## config.mk

```make
export PLATFORM = sky130hd
export DESIGN_NAME = alu_cmd_issue
export DESIGN_NICKNAME = d
export VERILOG_FILES = /design/src/rtl/alu_cmd_issue.sv
export SDC_FILE = /design/constraint.sdc
export NUM_CORES = 1
export LEC_CHECK = 0
export CORE_ASPECT_RATIO = 1.1
export CORE_MARGIN = 2
export CORE_UTILIZATION = 53
export DETAILED_ROUTE_END_ITERATION = 8
export HOLD_SLACK_MARGIN = 0.08
export PLACE_DENSITY_LB_ADDON = 0.2
export SETUP_SLACK_MARGIN = 0.05
export SYNTH_ARGS = -nofsm -noshare
export SYNTH_HDL_FRONTEND = slang
export SYNTH_SLANG_ARGS = --single-unit
export TNS_END_PERCENT = 5
```

## constraint.sdc

```tcl
create_clock -name clk -period 3.1 [get_ports clk]
set_clock_uncertainty 0.15 [all_clocks]
set_input_delay 0.31 -clock clk [delete_from_list [all_inputs] [get_ports clk]]
set_output_delay 0.31 -clock clk [all_outputs]
set_load 0.01 [all_outputs]
```

## src/rtl/alu_cmd_issue.sv

```systemverilog
// Command issue stage: buffers ALU commands in a FIFO, feeds one at a time to an
// external combinational arithmetic unit, and holds each result until the consumer accepts it.
module alu_cmd_issue #(
  parameter int unsigned N     = 4,
  parameter int unsigned M     = 4,
  parameter int unsigned DEPTH = 4
) (
  input  logic                     clk,
  input  logic                     rst_n,
  input  logic                     cmd_valid,
  output logic                     cmd_ready,
  input  logic [N-1:0]             cmd_a,
  input  logic [N-1:0]             cmd_b,
  input  logic [M-2:0]             cmd_op,
  output logic [N-1:0]             au_a,
  output logic [N-1:0]             au_b,
  output logic [M-2:0]             au_instr,
  input  logic [N-1:0]             au_result,
  output logic                     res_valid,
  input  logic                     res_ready,
  output logic [N-1:0]             res_data,
  output logic [M-2:0]             res_op,
  output logic                     res_err,
  output logic [$clog2(DEPTH):0]   fifo_level
);

  localparam int unsigned OW = M - 1;
  localparam int unsigned AW = $clog2(DEPTH);
  localparam int unsigned LW = AW + 1;
  localparam logic [OW-1:0] OP_DIV = OW'(3);

  typedef struct packed {
    logic [OW-1:0] op;
    logic [N-1:0]  a;
    logic [N-1:0]  b;
  } cmd_t;

  typedef enum logic [1:0] {IDLE, ISSUE, HOLD} state_e;

  cmd_t          mem_q [DEPTH];
  logic [AW-1:0] wr_ptr_q, wr_ptr_d;
  logic [AW-1:0] rd_ptr_q, rd_ptr_d;
  logic [LW-1:0] cnt_q, cnt_d;
  state_e        state_q, state_d;
  cmd_t          opr_q, opr_d;
  logic          res_valid_q, res_valid_d;
  logic [N-1:0]  res_data_q, res_data_d;
  logic [OW-1:0] res_op_q, res_op_d;
  logic          res_err_q, res_err_d;
  logic          push, pop, fifo_empty;

  // Ready depends only on the registered level, never on a same-cycle pop.
  assign cmd_ready  = (cnt_q != LW'(DEPTH));
  assign fifo_empty = (cnt_q == '0);
  assign push       = cmd_valid && cmd_ready;

  always_comb begin
    state_d     = state_q;
    opr_d       = opr_q;
    res_valid_d = res_valid_q;
    res_data_d  = res_data_q;
    res_op_d    = res_op_q;
    res_err_d   = res_err_q;
    pop         = 1'b0;

    case (state_q)
      IDLE: begin
        if (!fifo_empty) begin
          pop     = 1'b1;
          state_d = ISSUE;
        end
      end
      ISSUE: begin
        res_valid_d = 1'b1;
        res_op_d    = opr_q.op;
        state_d     = HOLD;
        // Divide by zero overrides whatever the arithmetic unit returns.
        if (opr_q.op == OP_DIV && opr_q.b == '0) begin
          res_data_d = '1;
          res_err_d  = 1'b1;
        end else begin
          res_data_d = au_result;
          res_err_d  = 1'b0;
        end
      end
      HOLD: begin
        if (res_ready) begin
          res_valid_d = 1'b0;
          if (!fifo_empty) begin
            pop     = 1'b1;
            state_d = ISSUE;
          end else begin
            state_d = IDLE;
          end
        end
      end
      default: state_d = IDLE;
    endcase

    if (pop) opr_d = mem_q[rd_ptr_q];

    wr_ptr_d = wr_ptr_q + AW'(push);
    rd_ptr_d = rd_ptr_q + AW'(pop);
    cnt_d    = cnt_q + LW'(push) - LW'(pop);
  end

  always_ff @(posedge clk) begin
    if (push) mem_q[wr_ptr_q] <= '{op: cmd_op, a: cmd_a, b: cmd_b};
  end

  always_ff @(posedge clk or negedge rst_n) begin
    if (!rst_n) begin
      state_q     <= IDLE;
      wr_ptr_q    <= '0;
      rd_ptr_q    <= '0;
      cnt_q       <= '0;
      opr_q       <= '0;
      res_valid_q <= 1'b0;
      res_data_q  <= '0;
      res_op_q    <= '0;
      res_err_q   <= 1'b0;
    end else begin
      state_q     <= state_d;
      wr_ptr_q    <= wr_ptr_d;
      rd_ptr_q    <= rd_ptr_d;
      cnt_q       <= cnt_d;
      opr_q       <= opr_d;
      res_valid_q <= res_valid_d;
      res_data_q  <= res_data_d;
      res_op_q    <= res_op_d;
      res_err_q   <= res_err_d;
    end
  end

  assign au_a       = opr_q.a;
  assign au_b       = opr_q.b;
  assign au_instr   = opr_q.op;
  assign res_valid  = res_valid_q;
  assign res_data   = res_data_q;
  assign res_op     = res_op_q;
  assign res_err    = res_err_q;
  assign fifo_level = cnt_q;

endmodule
```

* Word-level counts from Yosys, hierarchy flattened
Memories as Yosys holds them, arrays and structs flattened. A register that Yosys moved wholly into a read port is not among the register bits.
Index checks and enable logic that the tools add are counted.
** Operators by class
- Divide/modulo/power cells :: 0
- Multipliers :: 0
- $add $sub $neg :: 4
- Equality and inequality tests :: 6
- Magnitude comparators :: 0
- Shifts and indexed selects :: 0
- Muxes and demuxes :: 13
- Bitwise operators :: 0
- Reduce and logical (&&, ||, !) cells :: 9
** Operators with widths (count)
- 1-bit two-way mux :: 7
- 2-bit one-hot mux with 3 select lines :: 1
- 2-bit by 1-bit adder with 2-bit output :: 2
- 4-bit logical NOT :: 1
- 2-bit two-way mux :: 2
- 4-bit two-way mux :: 1
- 2-bit != test, second input constant :: 2
- 1-bit one-hot mux with 2 select lines :: 2
- 2-bit AND reduction :: 2
- 3-bit by 1-bit adder with 3-bit output :: 1
- 3-bit by 2-bit equality test with 1-bit output, second input constant :: 1
- 3-bit logical NOT :: 1
- 3-bit != test, second input constant :: 1
- 3-bit by 1-bit subtractor with 3-bit output :: 1
- 2-bit by 1-bit equality test with 1-bit output, second input constant :: 1
- 2-bit equality test, second input constant :: 1
- 1-bit logical AND :: 2
- 2-bit logical NOT :: 1
- 2-bit nonzero test :: 1
- 1-bit logical NOT :: 1
** Storage, ports and cells
- Latch bits :: 0
- Memories kept :: 1
- Memory bits (writable) :: 44
- Register bits :: 18
- Bits in read-only memories :: 0
** Memories
- mem_q :: words 4, width 11, rd ports 1, clocked after Yosys merged registers in 1, write ports 1, RTL line 40 : cmd_t mem_q [DEPTH];

* Logic depth before layout (Yosys ltp)
- Word-level depth :: 5
- Gate-level depth with buffers :: 9

* Worst setup path after synthesis
Ideal clock, no wire load.
- Path kind :: register to register
- Start :: register cnt_q[1] (netlist: fifo_level[1])
- End :: register cnt_q[2] (netlist: fifo_level[2])
- Setup time :: 127 ps
- Period minus slack after synthesis :: 2315 ps
- Stages on the path, launching flop included :: 9
- Arrival time :: 2038 ps
- Buffers on the path :: 0
- Path slack :: 785 ps
- Required time :: 2823 ps
- Cell sequence :: dfrtp_1 -> or3b_1 -> nand2_1 -> xnor2_1 -> ha_1 -> inv_1 -> fa_1 -> xnor2_1 -> xnor2_1
** On the way
- Elaborated cells on any way between the ends :: 8
- Classes of those cells :: add/sub: 2; eq/ne: 1; mux: 3; reduce/logical: 2
** RTL lines
- start, declared :: RTL line 43 : logic [LW-1:0] cnt_q, cnt_d;
- start signal, assigned :: RTL line 126 : cnt_q <= cnt_d;
- 3-bit != test :: RTL line 53 : assign cmd_ready = (cnt_q != LW'(DEPTH));
- net cmd_ready :: RTL line 11 : output logic cmd_ready,
- 1-bit logical AND :: RTL line 55 : assign push = cmd_valid && cmd_ready;
- 3-bit by 1-bit adder with 3-bit output :: RTL line 104 : cnt_d = cnt_q + LW'(push) - LW'(pop);
- 3-bit by 1-bit subtractor with 3-bit output :: RTL line 104
- net cnt_d[2] :: RTL line 43
The timed path passes the listed nets, and every way through them passes these cells.
A chain may end at the register's enable or synchronous reset.

* Worst setup path in the final report
- Start :: register cnt_q[1] (netlist: fifo_level[1])
- End :: register cnt_q[2] (netlist: fifo_level[2])
** On the way
- Cells in the longest elaborated chain, start to end :: 5
- Elaborated cells on any way between the ends :: 8
- Classes of those cells :: add/sub: 2; eq/ne: 1; mux: 3; reduce/logical: 2
** Ends and longest elaborated chain (RTL line)
- parallel branches: the longest is 4 deep, another holds 3-bit by 1-bit adder with 3-bit output
- 3-bit by 1-bit subtractor with 3-bit output * :: 104
- net cnt_d[2] :: 43
Mark *: on every way through the listed nets, which the timed path passes.

==> metrics.md <==
| Metric | Value |
|---|---|
| Post-CTS Setup Bufs | `0` |
| First-pass GRT wire length | `around 7500 um` |
| Area Growth Syn to Fin | `26.0%` |
| # resized after CTS | `0` |
| Flops & latches, synth | `73` |
| Avg WL per Cell | `approximately 18 um` |
| Post-DP Area | `3310 sq um` |
| Num ports | `43` |
| Max-slew headroom | `roughly half` |
| Pwr/cell area | `1050 nW/um^2` |
| LEAKAGE | `1.34 nW` |
| Final ANT Viol Nets | `0` |
| Vias in the first global route | `1534` |
| CTS Sinks | `between 70 and 80` |
| Final core occ | `69.9%` |
| Die Wd | `73.5 um` |
| CP Launch Type | `register` |
| Final Instance Count excl. Fillers | `272` |
| Post-synthesis async set-or-reset flop share | `39.7%` |
| Crit path arrival time | `2.47 ns` |
| Nets | `231` |
| Synth top area cells | `edfxtp_1 47%, dfrtp_1 26%, mux4_2 6.4%` |
| Yosys top cell area share | `around 47%` |
| Num CTS Buffers | `9` |
| Remaining Overflow, GRT | `0` |
| Post-Route WL | `~4800 um` |
| Reg clk slew, reported paths | `0.07 ns` |
| Placed cell count | `256` |
| Share of layout cells above drive strength 1 | `between 10% and 20%` |
| Setup violators final | `0` |
| Design area | `~3500 sq um` |
| Pin count of the biggest net entering global routing | `30` |
| Maximum VDD drop | `0.531 mV` |
| Syn Nets | `178` |
| Sequential share of the synthesized area | `72.8%` |
| Crit share post-route | `between 70% and 80%` |
| Slew @ Worst Pin | `0.755 ns` |
| Most frequent cell after synthesis | `edfxtp_1` |
| Row Count | `27` |
| Vias | `1513` |
| Worst hold path class | `primary input to asynchronous set/reset pin` |
| Max-Cap Viols | `0` |
| CTS tree | `done` |
| Initial antenna violation count | `0` |
| Hpwl dp | `3150 um` |
| Pins over their slew limit | `0` |
| PortBufs | `42` |
| Starting DRT DRC Count | `41` |
| CP endpoint kind | `register` |
| Crit path required time | `about 3.2 ns` |
| Final Hold Fails | `0` |
| First drt pass iteration count | `4` |
| Die area | `5910 sq um` |
| Tmin final | `2.34 ns` |
| Status | `complete, no violations` |
| Clock Latency Late Sink | `0.34 ns` |
| CTS Root Cell | `clkbuf_8` |
| Hold WS | `0.199 ns` |
| Yosys cell types | `30` |
| Post-synth EDFFs | `44` |
| Cts hold-fix bufs | `0` |
| Reg2reg setup slack | `0.76 ns` |
| Fillers | `319` |
| DR DRC count | `0` |
| Mapped Cells | `156` |
| Cell taking the most area after synthesis | `edfxtp_1` |
| RSZ-0062 raised after global routing | `false` |
| Kind of critical path | `register to register` |
| Synthesized cell area | `2810 sq um` |
| YS warnings | `0` |
| F_max | `427 MHz` |
| Ant diodes | `0` |
| CORE AREA | `5070 sq um` |
| Primary FF master, synth | `edfxtp_1` |
| Max FO, Critical Path | `6` |
| Die height | `80.4 um` |
| GRT Total Usage | `18.1%` |
| Clock buffer depth | `2` |
| Placer Congestion | `0.723` |
| Mean area per synthesized cell | `~18 sq um` |
| Post-route setup TNS | `0 ns` |
| Vias per cell | `5.56` |
| Initial Utilization | `around 56%` |
| CTS HTree Levels | `3` |
| Synth cell count leaders | `44 x edfxtp_1, 29 x dfrtp_1, 12 x nand2_1` |
[path summary, 6_finish.rpt]
| check | startpoint | to | depth (start not counted) |
|---|---|---|---|
| min reg2reg | res_op[1]$_DFFE_PN0P_ | res_op[1]$_DFFE_PN0P_ | 2 |
| min in group clk | res_op[1]$_DFFE_PN0P_ | res_op[1]$_DFFE_PN0P_ | 2 |
| max reg2reg | fifo_level[1]$_DFF_PN0_ | fifo_level[2]$_DFF_PN0_ | 8 |
| min | rst_n | fifo_level[2]$_DFF_PN0_ | 2 |
| max in group asynchronous | rst_n | res_op[1]$_DFFE_PN0P_ | 2 |
| max | fifo_level[1]$_DFF_PN0_ | fifo_level[2]$_DFF_PN0_ | 8 |
[area by class of cell]
| class | instances | area [sq um] | area share (%) |
|---|---|---|---|
| Multi-Input combinational cell | 74 | 717 | 20.2 |
| Clock buffer | 10 | 128 | 3.60 |
| Tap cell | 58 | 72.6 | 2.05 |
| Sequential cell | 73 | 2050 | 57.8 |
| Timing Repair Buffer | 47 | 458 | 12.9 |
| Inverter | 4 | 15.0 | 0.424 |
| Clock inverter | 6 | 106 | 3.00 |
[critical path: stages, from the launching register on]
cell and delay [ns]:
dfrtp_1 0.46, or3b_1 0.42, nand2_1 0.20, xnor2_1 0.14
ha_1 0.16, inv_1 0.05, fa_1 0.38, xnor2_1 0.19
xnor2_1 0.13
[sequential cells by signal, summed over array words and instances, names as in the netlist, 2 cells and up]
register    flops
rd_ptr_q        2
res_data        4
state_q         2
au_instr        3
au_b            4
au_a            4
res_op          3
mem_q          44
fifo_level      3
wr_ptr_q        2
[power breakdown]
part           switching [W]  internal, W
Combinational       0.000502     0.000728
Sequential          0.000258      0.00136
Clock               0.000333     0.000530
[stage by stage]
stage,total power [W],worst slack (ns)
final,0.00371,0.756
after global routing,0.00393,0.632
after CTS,0.00376,0.751
after detailed placement,0.00290,0.655
after global placement,0.00283,0.694
after floorplan,0.00236,0.785
[placed cells by master, fill, tap and decap left out, types with 4 or more instances in the layout]
| cell | n |
|---|---|
| a21oi_1 | 6 |
| buf_4 | 5 |
| clkbuf_8 | 9 |
| clkdlybuf4s50_1 | 42 |
| dfrtp_1 | 29 |
| edfxtp_1 | 44 |
| inv_1 | 4 |
| mux2_2 | 10 |
| mux4_2 | 8 |
| nand2_1 | 12 |
| nor2_1 | 8 |
[metal layers]
| layer | share of wire, % | vias up | global-route usage (%) | wire length, um |
|---|---|---|---|---|
| met5 | 0 | - | 0 | 0 |
| met4 | 1.7 | 0 | 9.27 | 80 |
| met3 | 3.8 | 8 | 4.52 | 180 |
| met2 | 54 | 33 | 30.4 | 2570 |
| met1 | 41 | 782 | 21.3 | 1970 |
| li1 | - | 690 | - | - |
[cells by family after synthesis]
logic type,after synthesis,synth area share (%)
simple gates,35,6.85
fa+ha+maj,3,1.60
compound gates,8,1.42
xor+xnor,6,1.87
flops,73,72.8
mux,22,13.7
buf+inv,9,1.73
(Power assumes the default switching activity.)
